File: config.mk
export PLATFORM = sky130hd
export DESIGN_NAME = serial_subtractor
export DESIGN_NICKNAME = d
export VERILOG_FILES = /design/src/rtl/serial_subtractor.sv
export SDC_FILE = /design/constraint.sdc
export NUM_CORES = 1
export LEC_CHECK = 0
export CORE_MARGIN = 8
export CORE_UTILIZATION = 40
export CTS_CLUSTER_SIZE = 10
export DETAILED_ROUTE_END_ITERATION = 10
export MAX_ROUTING_LAYER = met4
export PLACE_DENSITY = 0.62
export SLEW_MARGIN = 20
export SYNTH_ARGS = -nofsm -noshare
export SYNTH_HDL_FRONTEND = slang
export SYNTH_SLANG_ARGS = --single-unit
File: constraint.sdc
create_clock -name clk -period 2.66 [get_ports clk]
set_input_delay 0.399 -clock clk [delete_from_list [all_inputs] [get_ports clk]]
set_output_delay 0.399 -clock clk [all_outputs]
set_load 0.1 [all_outputs]
File: src/rtl/serial_subtractor.sv
// Bit-serial two's-complement subtractor: computes a - b one bit per clock, LSB first,
// through a single full-subtractor cell with a registered borrow. A start/busy/done
// handshake launches an operation and presents a registered result with borrow and
// zero flags that hold until the next completion.
module serial_subtractor #(
    parameter int unsigned WIDTH = 8
) (
    input  logic             clk,
    input  logic             rst_n,
    input  logic             start,
    input  logic [WIDTH-1:0] a,
    input  logic [WIDTH-1:0] b,
    output logic             busy,
    output logic             done,
    output logic [WIDTH-1:0] diff,
    output logic             borrow_out,
    output logic             zero
);

    localparam int unsigned CntW = $clog2(WIDTH);
    localparam logic [CntW-1:0] LastBit = CntW'(WIDTH - 1);

    typedef enum logic [1:0] {
        StIdle,
        StShift,
        StDone
    } state_e;

    state_e           state_q, state_d;
    logic [WIDTH-1:0] a_q, a_d;
    logic [WIDTH-1:0] b_q, b_d;
    logic [WIDTH-1:0] res_q, res_d;
    logic             br_q, br_d;
    logic [CntW-1:0]  cnt_q, cnt_d;
    logic             busy_q, busy_d;
    logic             done_q, done_d;
    logic [WIDTH-1:0] diff_q, diff_d;
    logic             borrow_q, borrow_d;
    logic             zero_q, zero_d;

    // Full-subtractor cell on the current LSBs and the running borrow.
    logic             a_bit, b_bit, d_bit, br_next;
    logic [WIDTH-1:0] res_shift;

    always_comb begin
        a_bit     = a_q[0];
        b_bit     = b_q[0];
        d_bit     = a_bit ^ b_bit ^ br_q;
        br_next   = (~a_bit & b_bit) | (~(a_bit ^ b_bit) & br_q);
        // Result fills from the MSB side so the last bit lands at the top.
        res_shift = {d_bit, res_q[WIDTH-1:1]};
    end

    // Next-state and registered-output logic; busy/done reflect the state being entered.
    always_comb begin
        state_d  = state_q;
        a_d      = a_q;
        b_d      = b_q;
        res_d    = res_q;
        br_d     = br_q;
        cnt_d    = cnt_q;
        diff_d   = diff_q;
        borrow_d = borrow_q;
        zero_d   = zero_q;
        busy_d   = 1'b0;
        done_d   = 1'b0;

        unique case (state_q)
            StIdle: begin
                if (start) begin
                    state_d = StShift;
                    a_d     = a;
                    b_d     = b;
                    res_d   = '0;
                    br_d    = 1'b0;
                    cnt_d   = '0;
                    busy_d  = 1'b1;
                end
            end
            StShift: begin
                a_d    = a_q >> 1;
                b_d    = b_q >> 1;
                res_d  = res_shift;
                br_d   = br_next;
                cnt_d  = cnt_q + 1'b1;
                busy_d = 1'b1;
                if (cnt_q == LastBit) begin
                    state_d  = StDone;
                    busy_d   = 1'b0;
                    done_d   = 1'b1;
                    diff_d   = res_shift;
                    borrow_d = br_next;
                    zero_d   = (res_shift == '0);
                end
            end
            StDone: begin
                state_d = StIdle;
            end
            default: begin
                state_d = StIdle;
            end
        endcase
    end

    // State and datapath registers; reset aborts any operation in flight.
    always_ff @(posedge clk or negedge rst_n) begin
        if (!rst_n) begin
            state_q  <= StIdle;
            a_q      <= '0;
            b_q      <= '0;
            res_q    <= '0;
            br_q     <= 1'b0;
            cnt_q    <= '0;
            busy_q   <= 1'b0;
            done_q   <= 1'b0;
            diff_q   <= '0;
            borrow_q <= 1'b0;
            zero_q   <= 1'b0;
        end else begin
            state_q  <= state_d;
            a_q      <= a_d;
            b_q      <= b_d;
            res_q    <= res_d;
            br_q     <= br_d;
            cnt_q    <= cnt_d;
            busy_q   <= busy_d;
            done_q   <= done_d;
            diff_q   <= diff_d;
            borrow_q <= borrow_d;
            zero_q   <= zero_d;
        end
    end

    assign busy       = busy_q;
    assign done       = done_q;
    assign diff       = diff_q;
    assign borrow_out = borrow_q;
    assign zero       = zero_q;

endmodule

==> summary.md <==
| Metric | Value |
|---|---|
| Detailed Routing Iterations Pass 1 | 5 |
| Post-route ant nets | 0 |
| Power density over the cells | 1332 nW/um^2 |
| Die height | 84.77 microns |
| Area grow syn2layout | 20.37% |
| Clock latency at the later pin of the worst-skew pair | 290 ps |
| Leak | 1.070 nW |
| Slowest cell on crit path | clkdlybuf4s50_1 |
| Normalized max-slew margin | 0.3763 |
| Syn Nets | 181 |
| Fin cells | 243 |
| Max Slew Vio Count | 0 |
| Register area share after synthesis | 0.5423 |
| CTS Hold Buffers Added | 0 |
| CP Class | input port to register |
| Commonest non-fill, non-tap cell in the layout | dfrtp_1 |
| Nets | 210 |
| Met1 WL | 1.949 mm |
| Global route overflow | 0 |
| Number of remaining DRC errors | 0 |
| Final instance area | 2277 sq um |
| Wirelength per Cell | 16.76 microns |
| Flop-to-flop setup slack | 940 ps |
| Post-Synthesis Cells | 159 |
| Status | complete, no violations |
| CTS H-tree lvls | 2 |
| Least-Margin Pin Slew | 935.6 ps |
| Syn avg cell area | 11.90 sq um |
| CTS Buffer Depth | 2 |
| Fmax | 555.1 MHz |
| Layout Skew | 4.549 ps |
| Number of buffers created by CTS | 5 |
| Element type at the critical path end | register |
| Critical register-to-register path startpoint | state_q[1] |
| WL final | 4.073 mm |
| Diodes inserted | 0 |
| RSZ-0062 raised after global routing | false |
| Synth top area share | 0.5423 |
| CTS Root Cell | clkbuf_8 |
| Core Area | 4629 sq um |
| Die W | 84.77 microns |
| Data arrival time of the worst path | 2020 ps |
| Max incr delay on CP | 800 ps |
| Setup TNS | 0 ps |
| Worst-case reg-to-reg path depth | 2 |
| Period utilization | 0.6772 |
| Maximum VDD drop | 0.9448 mV |
| R2R Path End | diff[4] |
| Iter 0 DRT Violations | 101 |
| Die ar. | 7186 sq um |
| Met3 WL | 281 microns |
| Mapped Area | 1892 sq um |
| Yosys top cell by area | dfrtp_1 |
| WP data required | 2880 ps |
| Resized cells post-CTS | 0 |
| Synth area leaders | dfrtp_1 (54%), and2b_2 (6.5%), a22oi_1 (5.6%), mux2_2 (4.8%), a22o_1 (4.2%) |
| Vias in the first global route | 1375 |
| Final Hold Viols | 0 |
| Largest net degree at the start of global routing | 42 |
| Post-DP HPWL | 2.684 mm |
| CP Max Fanout | 19 |
| Global-route wire length before repair | 6.906 mm |
| Layout cells sized above 1 | 0.2540 |
| Num rows | 25 |
| Clock-pin transition on the worst setup and hold timing paths | 80 ps |
| Initial core utilization | 0.4086 |
| Final Wtd Congestion | 0.7464 |
| Max Cap Violations | 0 |
| Most frequent cells in the layout | dfrtp_1 (41), clkdlybuf4s50_1 (17), a21oi_1 (15), buf_4 (15) |
| Ys Warns | 0 |
| Count of cell types in the netlist | 27 |
| Power, Total | 3.033 mW |
| TritonCTS clock tree | done |
| Top-level I/O count | 31 |
| DR vias/cell | 5.374 |
| Synth Register Bits | 41 |
| Total track usage | 0.1232 |
| Min-Delay Path Class | input port to async pin |
| Setup Viol. Count Final | 0 |
| Postcts setup bufs | 0 |
| Area after DPL | 2143 sq um |
| I/O Buffers | 30 |
| # clock sinks | 41 |
| Top sig layer | met4 |
| Final min period | 1801 ps |
| Metal2 WL | 1.792 mm |
| Startpoint types | input port |
| Fill count | 430 |
| Vias | 1306 |
| Placed Cells incl. Taps | 235 |
| Initial antenna violation count | 0 |
| Worst path cell trace | clkdlybuf4s50_1 > nor2b_1 > buf_4 > a21oi_1 > o21ai_1 |
[worst max-delay path: cells and delay by family]
family | cells | cell delay (ps)
compound gates | 2 | 220
simple gates | 1 | 350
buf+inv | 2 | 1050
[per-layer routing]
| metal | up-vias | GRT usage |
|---|---|---|
| met1 | 625 | 0.1557 |
| li1 | 622 | - |
| met2 | 53 | 0.1790 |
| met3 | 6 | 0.04000 |
| met4 | 0 | 0.04531 |
| met5 | - | - |
[synthesized netlist by cell type]
cell type / count
dfrtp_1: 41
a21oi_1: 15
a22oi_1: 14
and2b_2: 14
o21ai_1: 14
a22o_1: 9
mux2_2: 8
buf_6: 7
nand2_1: 7
o21ai_0: 6
inv_1: 5
ha_1: 2
nor2_1: 2
nor4_1: 2
a2bb2oi_1: 1
and2b_1: 1
buf_2: 1
buf_4: 1
clkbuf_2: 1
clkbuf_4: 1
fa_1: 1
mux2i_1: 1
nand2b_1: 1
nand3b_4: 1
nor2b_1: 1
nor2b_4: 1
o21bai_1: 1
[state kept, by name, indices dropped and copies added (netlist names)]
| register | count |
|---|---|
| borrow_out | 1 |
| state_q | 2 |
| a_q | 8 |
| br_q | 1 |
| res_q | 7 |
| done | 1 |
| busy | 1 |
| diff | 8 |
| b_q | 8 |
| cnt_q | 3 |
| zero | 1 |
[how the worst max path moves through the flow]
stage               cells past startpoint  startpoint  endpoint  slack (ps)
floorplan                               5    cnt_q[0]   diff[4]        1210
global placement                        5       start    a_q[6]         600
detailed placement                      5       start    b_q[1]         550
CTS                                     5       start    a_q[5]         830
global route                            5       start    a_q[5]         710
finish                                  5       start    b_q[1]         860
[final cells by class]
type	count	area [sq um]	area share
multi-input cells	102	743.2	0.3264
flip-flops and latches	41	1026	0.4505
inverters	5	18.77	0.008242
repair buffers	33	287.8	0.1264
well taps	54	67.56	0.02967
clock buffers	5	68.82	0.03022
clock inverters	3	65.06	0.02857
[power by group]
group	internal (mW)	switching, mW
registers	0.881	0.219
logic	0.457	0.882
clock network	0.373	0.221
[kinds of logic after synthesis]
group           after synthesis  synth area share
compound gates               60            0.1984
flops                        41            0.5423
simple gates                 30            0.1177
buf+inv                      16           0.06482
mux                           9           0.05291
fa+ha+maj                     3           0.02381
[stage by stage]
step | hold slack (ps) | setup WS, ps | util
CTS | 264.8 | 828.4 | 0.4919
global placement | 462.9 | 600.6 | 0.4630
detailed placement | 484.1 | 552.5 | 0.4630
floorplan | 103.4 | 1205 | -
finish | 240.3 | 858.5 | 0.4919
global route | 312.6 | 709.6 | 0.4919
(Power assumes the default switching activity.)
